--- config.mk ---
export PLATFORM = sky130hd
export DESIGN_NAME = unified_mem_arbiter_flat
export DESIGN_NICKNAME = d
export VERILOG_FILES = /design/src/rtl/unified_mem_arbiter_if.sv /design/src/rtl/unified_mem_arbiter.sv /design/src/flat_wrapper.sv
export SDC_FILE = /design/constraint.sdc
export NUM_CORES = 1
export LEC_CHECK = 0
export CORE_MARGIN = 5
export CORE_UTILIZATION = 42
export CTS_CLUSTER_DIAMETER = 60
export DETAILED_ROUTE_END_ITERATION = 8
export PLACE_DENSITY = 0.84
export SETUP_SLACK_MARGIN = 0.4
export SLEW_MARGIN = 20
export SYNTH_ARGS = -nofsm -noshare
export SYNTH_HDL_FRONTEND = slang
export SYNTH_SLANG_ARGS = --single-unit
--- constraint.sdc ---
create_clock -name clk -period 2.4 [get_ports clk]
set_input_delay 0.72 -clock clk [delete_from_list [all_inputs] [get_ports clk]]
set_output_delay 0.72 -clock clk [all_outputs]
set_load 0.005 [all_outputs]
--- src/rtl/unified_mem_arbiter_if.sv ---
// rtl/unified_mem_arbiter_if.sv - pipeline request/response and memory bus bundle for unified_mem_arbiter
interface unified_mem_arbiter_if #(
    parameter int ADDR_W = 32,
    parameter int DATA_W = 32
);
    logic              if_req;
    logic [ADDR_W-1:0] if_addr;
    logic [DATA_W-1:0] if_rdata;
    logic              if_ready;
    logic              mem_rd_req;
    logic              mem_wr_req;
    logic [ADDR_W-1:0] mem_addr;
    logic [DATA_W-1:0] mem_wdata;
    logic [DATA_W-1:0] mem_rdata;
    logic              mem_ready;
    logic              pipe_stall;
    logic              ram_en;
    logic              ram_we;
    logic [ADDR_W-1:0] ram_addr;
    logic [DATA_W-1:0] ram_wdata;
    logic [DATA_W-1:0] ram_rdata;

    modport master (
        output if_req, if_addr, mem_rd_req, mem_wr_req, mem_addr, mem_wdata, ram_rdata,
        input  if_rdata, if_ready, mem_rdata, mem_ready, pipe_stall,
               ram_en, ram_we, ram_addr, ram_wdata
    );

    modport slave (
        input  if_req, if_addr, mem_rd_req, mem_wr_req, mem_addr, mem_wdata, ram_rdata,
        output if_rdata, if_ready, mem_rdata, mem_ready, pipe_stall,
               ram_en, ram_we, ram_addr, ram_wdata
    );
endinterface

--- src/rtl/unified_mem_arbiter.sv ---
// rtl/unified_mem_arbiter.sv - single-port fixed-latency memory shared by IF and MEM stages, MEM first
module unified_mem_arbiter #(
    parameter int LATENCY = 2,
    parameter int ADDR_W  = 32,
    parameter int DATA_W  = 32
) (
    input  logic                 clk,
    input  logic                 startin,
    unified_mem_arbiter_if.slave bus
);
    typedef enum logic [1:0] {IDLE, ISSUE, WAIT} state_t;

    localparam logic [3:0] CNT_INIT = 4'(LATENCY - 1);

    state_t            state_q, state_d;
    logic              owner_mem_q, owner_mem_d;
    logic              we_q, we_d;
    logic [ADDR_W-1:0] ram_addr_q, ram_addr_d;
    logic [DATA_W-1:0] ram_wdata_q, ram_wdata_d;
    logic [3:0]        cnt_q, cnt_d;
    logic              if_ready_q, if_ready_d;
    logic              mem_ready_q, mem_ready_d;
    logic [DATA_W-1:0] if_rdata_q, if_rdata_d;
    logic [DATA_W-1:0] mem_rdata_q, mem_rdata_d;

    logic mem_req;
    logic stall;

    assign mem_req = bus.mem_rd_req | bus.mem_wr_req;
    assign stall   = (bus.if_req & ~if_ready_q) | (mem_req & ~mem_ready_q);

    always_comb begin
        state_d     = state_q;
        owner_mem_d = owner_mem_q;
        we_d        = we_q;
        ram_addr_d  = ram_addr_q;
        ram_wdata_d = ram_wdata_q;
        cnt_d       = cnt_q;
        if_ready_d  = if_ready_q;
        mem_ready_d = mem_ready_q;
        if_rdata_d  = if_rdata_q;
        mem_rdata_d = mem_rdata_q;

        // Pipeline advances: results belong to the instruction that just moved on.
        if (!stall) begin
            if_ready_d  = 1'b0;
            mem_ready_d = 1'b0;
        end

        case (state_q)
            IDLE: begin
                if (mem_req && !mem_ready_q) begin
                    owner_mem_d = 1'b1;
                    we_d        = bus.mem_wr_req;
                    ram_addr_d  = bus.mem_addr;
                    ram_wdata_d = bus.mem_wdata;
                    state_d     = ISSUE;
                end else if (bus.if_req && !if_ready_q) begin
                    owner_mem_d = 1'b0;
                    we_d        = 1'b0;
                    ram_addr_d  = bus.if_addr;
                    state_d     = ISSUE;
                end
            end
            ISSUE: begin
                if (we_q) begin
                    mem_ready_d = 1'b1;
                    state_d     = IDLE;
                end else begin
                    cnt_d   = CNT_INIT;
                    state_d = WAIT;
                end
            end
            WAIT: begin
                if (cnt_q == 4'd0) begin
                    if (owner_mem_q) begin
                        mem_rdata_d = bus.ram_rdata;
                        mem_ready_d = 1'b1;
                    end else begin
                        if_rdata_d = bus.ram_rdata;
                        if_ready_d = 1'b1;
                    end
                    state_d = IDLE;
                end else begin
                    cnt_d = cnt_q - 4'd1;
                end
            end
            default: state_d = IDLE;
        endcase
    end

    always_ff @(posedge clk) begin
        if (startin) begin
            state_q     <= IDLE;
            owner_mem_q <= 1'b0;
            we_q        <= 1'b0;
            ram_addr_q  <= '0;
            ram_wdata_q <= '0;
            cnt_q       <= 4'd0;
            if_ready_q  <= 1'b0;
            mem_ready_q <= 1'b0;
            if_rdata_q  <= '0;
            mem_rdata_q <= '0;
        end else begin
            state_q     <= state_d;
            owner_mem_q <= owner_mem_d;
            we_q        <= we_d;
            ram_addr_q  <= ram_addr_d;
            ram_wdata_q <= ram_wdata_d;
            cnt_q       <= cnt_d;
            if_ready_q  <= if_ready_d;
            mem_ready_q <= mem_ready_d;
            if_rdata_q  <= if_rdata_d;
            mem_rdata_q <= mem_rdata_d;
        end
    end

    assign bus.ram_en     = (state_q == ISSUE);
    assign bus.ram_we     = (state_q == ISSUE) & we_q;
    assign bus.ram_addr   = ram_addr_q;
    assign bus.ram_wdata  = ram_wdata_q;
    assign bus.if_ready   = if_ready_q;
    assign bus.if_rdata   = if_rdata_q;
    assign bus.mem_ready  = mem_ready_q;
    assign bus.mem_rdata  = mem_rdata_q;
    assign bus.pipe_stall = stall;
endmodule
--- src/flat_wrapper.sv ---
// flat-port wrapper written by rule: the top's interface ports become plain ports
module unified_mem_arbiter_flat 
#(
    parameter int LATENCY = 2,
    parameter int ADDR_W  = 32,
    parameter int DATA_W  = 32
)
  (clk, startin, bus_if_req, bus_if_addr, bus_mem_rd_req, bus_mem_wr_req, bus_mem_addr, bus_mem_wdata, bus_ram_rdata, bus_if_rdata, bus_if_ready, bus_mem_rdata, bus_mem_ready, bus_pipe_stall, bus_ram_en, bus_ram_we, bus_ram_addr, bus_ram_wdata);
  unified_mem_arbiter_if #(.ADDR_W(ADDR_W), .DATA_W(DATA_W)) bus_i ();
  input  logic clk;
  input  logic startin;
  input wire logic [$bits(bus_i.if_req)-1:0] bus_if_req;
  input wire logic [$bits(bus_i.if_addr)-1:0] bus_if_addr;
  input wire logic [$bits(bus_i.mem_rd_req)-1:0] bus_mem_rd_req;
  input wire logic [$bits(bus_i.mem_wr_req)-1:0] bus_mem_wr_req;
  input wire logic [$bits(bus_i.mem_addr)-1:0] bus_mem_addr;
  input wire logic [$bits(bus_i.mem_wdata)-1:0] bus_mem_wdata;
  input wire logic [$bits(bus_i.ram_rdata)-1:0] bus_ram_rdata;
  output wire logic [$bits(bus_i.if_rdata)-1:0] bus_if_rdata;
  output wire logic [$bits(bus_i.if_ready)-1:0] bus_if_ready;
  output wire logic [$bits(bus_i.mem_rdata)-1:0] bus_mem_rdata;
  output wire logic [$bits(bus_i.mem_ready)-1:0] bus_mem_ready;
  output wire logic [$bits(bus_i.pipe_stall)-1:0] bus_pipe_stall;
  output wire logic [$bits(bus_i.ram_en)-1:0] bus_ram_en;
  output wire logic [$bits(bus_i.ram_we)-1:0] bus_ram_we;
  output wire logic [$bits(bus_i.ram_addr)-1:0] bus_ram_addr;
  output wire logic [$bits(bus_i.ram_wdata)-1:0] bus_ram_wdata;
  assign bus_i.if_req = bus_if_req;
  assign bus_i.if_addr = bus_if_addr;
  assign bus_i.mem_rd_req = bus_mem_rd_req;
  assign bus_i.mem_wr_req = bus_mem_wr_req;
  assign bus_i.mem_addr = bus_mem_addr;
  assign bus_i.mem_wdata = bus_mem_wdata;
  assign bus_i.ram_rdata = bus_ram_rdata;
  assign bus_if_rdata = bus_i.if_rdata;
  assign bus_if_ready = bus_i.if_ready;
  assign bus_mem_rdata = bus_i.mem_rdata;
  assign bus_mem_ready = bus_i.mem_ready;
  assign bus_pipe_stall = bus_i.pipe_stall;
  assign bus_ram_en = bus_i.ram_en;
  assign bus_ram_we = bus_i.ram_we;
  assign bus_ram_addr = bus_i.ram_addr;
  assign bus_ram_wdata = bus_i.ram_wdata;
  unified_mem_arbiter #(.LATENCY(LATENCY), .ADDR_W(ADDR_W), .DATA_W(DATA_W)) u_core (.clk(clk), .startin(startin), .bus(bus_i));
endmodule
### Word-level counts from Yosys, hierarchy flattened

Cells that the tools add are included.

* $add $sub $neg: 1
* reduce and logical (&&, ||, !) cells: 14
* mux-type cells: 22
* bitwise gates (word level): 8
* equality and inequality tests: 6

Operators by type and width (number)
* 32-bit 2-to-1 mux: 2
* 1-bit 2-to-1 mux: 11
* 3-bit AND reduction: 3
* 2-bit 2-to-1 mux: 4
* 4-bit 2-to-1 mux: 2
* 4-bit one-hot mux with 2 select lines: 1
* 2-bit one-hot mux with 3 select lines: 1
* 2-bit AND reduction: 3
* 4-bit logical NOT: 1
* 2-bit inequality test, second input constant: 2
* 2-bit nonzero test: 2
* 4-bit by 1-bit subtractor with 4-bit output, second input constant: 1
* 1-bit bitwise AND: 3
* 3-bit by 1-bit inequality test with 1-bit output, second input constant: 1
* 1-bit inverter: 3
* 2-bit by 1-bit equality test with 1-bit output, second input constant: 1
* 2-bit equality test, second input constant: 1
* 1-bit logical AND: 2
* 1-bit logical NOT: 2
* 2-bit logical NOT: 1
* 2-bit by 1-bit inequality test with 1-bit output, second input constant: 1
* 1-bit bitwise OR: 2
* 1-bit one-hot mux with 2 select lines: 1

* register bits after elaboration: 138
* input bits: 133

### Logic depth before layout (Yosys ltp)

* depth in word-level cells: 7
* gate-level depth with buffers: 8

### Worst setup path after synthesis

Ideal clock, no wire load.

* kind: input -> output
* start point: input bus_mem_wr_req
* end point: output bus_pipe_stall
* data arrival time: 1.216 ns
* stages on the path: 3
* path buffers: 1
* setup slack: 0.464 ns
* path through: o21bai_2 -> clkbuf_1 -> nand2_1

* cells in the longest elaborated chain, start to end: 3

RTL lines
* start, declared: RTL line flat_wrapper.sv:15 `input wire logic [$bits(bus_i.mem_wr_req)-1:0] bus_mem_wr_req;`
* 1-bit bitwise OR: RTL line unified_mem_arbiter.sv:29 `assign mem_req = bus.mem_rd_req | bus.mem_wr_req;`
* 1-bit bitwise AND: RTL line unified_mem_arbiter.sv:30 `assign stall = (bus.if_req & ~if_ready_q) | (mem_req & ~mem_ready_q);`
* 1-bit bitwise OR: RTL line unified_mem_arbiter.sv:30
* end, declared: RTL line flat_wrapper.sv:23 `output wire logic [$bits(bus_i.pipe_stall)-1:0] bus_pipe_stall;`

No other way between the ends.

### Worst setup path after layout

* start point: input bus_mem_rd_req
* end point: output bus_pipe_stall

* cells in the longest elaborated chain, start to end: 3

RTL lines
* start, declared: RTL line flat_wrapper.sv:14 `input wire logic [$bits(bus_i.mem_rd_req)-1:0] bus_mem_rd_req;`
* 1-bit bitwise OR: RTL line unified_mem_arbiter.sv:29
* 1-bit bitwise AND: RTL line unified_mem_arbiter.sv:30
* 1-bit bitwise OR: RTL line unified_mem_arbiter.sv:30

No other way between the ends.

==> flow_summary.json <==
{
  "run_status": "finished, final reports clean",
  "floorplan.io_pins": 266,
  "crit-reg2reg-launch": "u_core.cnt_q[0]",
  "ys.flop_type": "dfxtp_1",
  "layout.core_utilization_pct": 69.3,
  "syn_area_per_cell_um2": 8.75,
  "final_hold_violation_count": 0,
  "hold_path_startpoint": "u_core.bus.mem_rdata[19]",
  "std_cell_rows": 43,
  "drt_iter0_drc": 395,
  "detail_route.wirelength_mm": 19.8,
  "seq_area_frac_synth_pct": 46.2,
  "vias": 5970,
  "fp.coreArea_um2": 13900,
  "vias_in_the_first_global_route": 5765,
  "worst-slew-pin-transition_ns": 0.482,
  "postSynthCellCount": 683,
  "dr.pass1.iters": 5,
  "vdd_drop_max_mv": 0.475,
  "root_buffer_cell": "clkbuf_16",
  "final-max-slew-violation-count": 0,
  "dieWidth_um": 129,
  "postLayoutSetupSlackWorst_ns": 0.399,
  "slew_headroom_pct": 67.9,
  "reg2reg_setup_slack_ns": 0.53,
  "routed_wire_length_per_instance_um": 17.6,
  "edff_count_synth": 0,
  "final_cells": 1123,
  "crit_path_start_kind": "input port",
  "cts_tree": "built",
  "critPathArrivalTime_ns": 1.28,
  "grt_overflow_total": 0,
  "fin_skew_ns": 0.00587,
  "floorplan.initialDensity_pct": 42.9,
  "drc": 0,
  "cts-buffers-inserted": 17,
  "die_h_um": 129,
  "synth-seq-cells": 138,
  "finalCritPeriodShare_pct": 83.4,
  "endpoint_kind": "output pin",
  "pre_cts_slack_ns": -0.258,
  "numClockSinks": 138,
  "antenna_left": 0,
  "fillers": 1083,
  "share_of_the_synthesized_area_in_the_top_cell_type_pct": 46.2,
  "detail_route.vias_per_cell": 5.32,
  "post_synth_num_cell_types": 41,
  "synth_common_cells": "dfxtp_1, nand2b_1, nand2_1, o21ai_0, clkbuf_1",
  "worst_r2r_path_depth": 6,
  "placedCellCount": 1086,
  "postCtsHoldBufs": 0,
  "maxCapViolations": 0,
  "final_period_minus_worst_setup_slack_ns": 2.00,
  "worstPathMaxFanout": 2,
  "hold_depth": 2,
  "synth_top_cells_by_area": "dfxtp_1, nand2b_1, mux2i_1, o21ai_0, a311oi_1",
  "grt_setup_unrepaired": "true",
  "globalplace.congestion": 0.851,
  "ratio_of_cells_with_drive_above_1_in_the_final_layout_pct": 9.12,
  "crit_type": "input port to output pin",
  "worstPathRequired_ns": 1.68,
  "synth_top_cell_by_area": "dfxtp_1",
  "grt_max_degree": 68,
  "design.die.area_um2": 16700,
  "clkTransAtPathRegs_ns": 0.06,
  "worst_skew_late_latency_ns": 0.41,
  "antenna_cells_inserted": 0,
  "dp.final_hpwl_mm": 13.8,
  "timing.fmax_ghz": 0.500,
  "async_flop_share_pct": 0,
  "antenna_found_initial": 0,
  "htreeDepth": 4,
  "p_leak_uw": 0.00462,
  "synth.most_common_cell": "dfxtp_1",
  "grt_pass1_wl_mm": 30.0,
  "power_per_cell_area_nw_per_um2": 729,
  "design_power_total_uw": 7040,
  "area_growth_pct": 61.5,
  "ys_warn_count": 0,
  "regToRegEndpoint": "u_core.bus.mem_rdata[26]",
  "fin_nets": 1067,
  "hold_path_end": "u_core.bus.mem_rdata[19]",
  "gr-usage-all-layers_pct": 22.5,
  "synth.net_count": 820,
  "mappedNetlistArea_um2": 5970,
  "setup_viol": 0,
  "hold_path_class": "register to register",
  "port-buffer-count": 265,
  "clock_path_buffers": 2
}
-- state kept, by name, indices dropped and copies added (netlist names) --
| register | count |
|---|---|
| u_core.bus.if_rdata | 32 |
| u_core.bus.if_ready | 1 |
| u_core.bus.mem_rdata | 32 |
| u_core.bus.mem_ready | 1 |
| u_core.bus.ram_addr | 32 |
| u_core.bus.ram_wdata | 32 |
| u_core.cnt_q | 4 |
| u_core.owner_mem_q | 1 |
| u_core.state_q | 2 |
| u_core.we_q | 1 |
-- power breakdown --
part / switching [uW] / internal (uW) / leakage, uW
sequential: 116 / 2520 / 0.00113
clock: 1020 / 1700 / 0.000296
combinational: 816 / 865 / 0.00319
-- cell families (layout without fill, tap and decap cells) --
| logic type | Yosys count | in the layout | share of synthesized area [%] |
|---|---|---|---|
| flip-flops | 138 | 138 | 46.2 |
| multiplexers | 33 | 33 | 5.53 |
| buffers and inverters | 75 | 335 | 5.44 |
| AND/OR/NAND/NOR | 218 | 218 | 19.7 |
| AO/OA/AOI/OAI | 215 | 215 | 22.2 |
| adder cells (fa/ha/maj) | 4 | 4 | 0.838 |
-- final cells by class --
class                   count  area (um2)  share of cell area (%)
inverters                   6        22.5                   0.233
well taps                 180         225                    2.33
repair buffers            297        3090                    32.0
clock inverters            13         166                    1.72
multi-input cells         470        2920                    30.3
flip-flops and latches    138        2770                    28.7
clock buffers              19         453                    4.69
-- worst max-delay path by stage --
stage,depth (start not counted),end,slack (ns),startpoint
after floorplan,3,bus_pipe_stall,0.46,bus_mem_wr_req
after global placement,4,bus_pipe_stall,-0.22,bus_mem_wr_req
after detailed placement,6,u_core.bus.ram_addr[20],-0.26,bus_mem_wr_req
after CTS,1,bus_ram_wdata[16],0.40,u_core.bus.ram_wdata[16]
after global routing,4,bus_ram_we,0.38,u_core.state_q[1]
final,4,bus_pipe_stall,0.40,bus_mem_rd_req
-- stage by stage --
stage	hold WS [ns]	instance area, um2	TNS, ns
6_report	0.464	9650	0
3_5_place_dp	0.463	8900	-6.83
5_1_grt	0.493	9650	0
3_3_place_gp	0.458	8900	-5.36
2_1_floorplan	0.464	5970	0
4_1_cts	0.472	9470	0
-- what timing repair did --
action / CTS / global route
setup endpoints to repair: 96 / 64
pin swaps: 1 / 1
setup buffers: 2 / 3
gates resized for setup: 85 / 60
endpoints found under the hold margin: 0 / 0
-- per-layer routing --
layer	share of wire (%)	global-route usage [%]
met4	3.4	10.3
met2	49	37.7
met1	41	27.4
met3	6.7	5.44
met5	0	0
-- worst max-delay path: stages --
cell and delay (ns):
clkdlybuf4s15_2 0.21, o21bai_4 0.15, nand2_1 0.07, buf_2 0.13
-- cells in the final DEF (no fill, tap or decap), types with 3 or more instances in the layout --
| master | count |
|---|---|
| mux2i_1 | 33 |
| inv_1 | 4 |
| o21ai_1 | 36 |
| bufinv_16 | 3 |
| dlygate4sd2_1 | 59 |
| o21ai_0 | 62 |
| dfxtp_2 | 3 |
| dfxtp_1 | 133 |
| clkinvlp_4 | 3 |
| a21oi_1 | 41 |
| clkdlybuf4s50_1 | 143 |
| buf_4 | 22 |
| nand2b_1 | 69 |
| buf_12 | 10 |
| inv_6 | 3 |
| dlymetal6s2s_1 | 57 |
| a211oi_1 | 32 |
| nand3_1 | 33 |
| clkbuf_16 | 17 |
| a311oi_1 | 33 |
| nor2b_1 | 34 |
| nand2_1 | 66 |
Note: power is estimated with default switching activity, not from simulation.
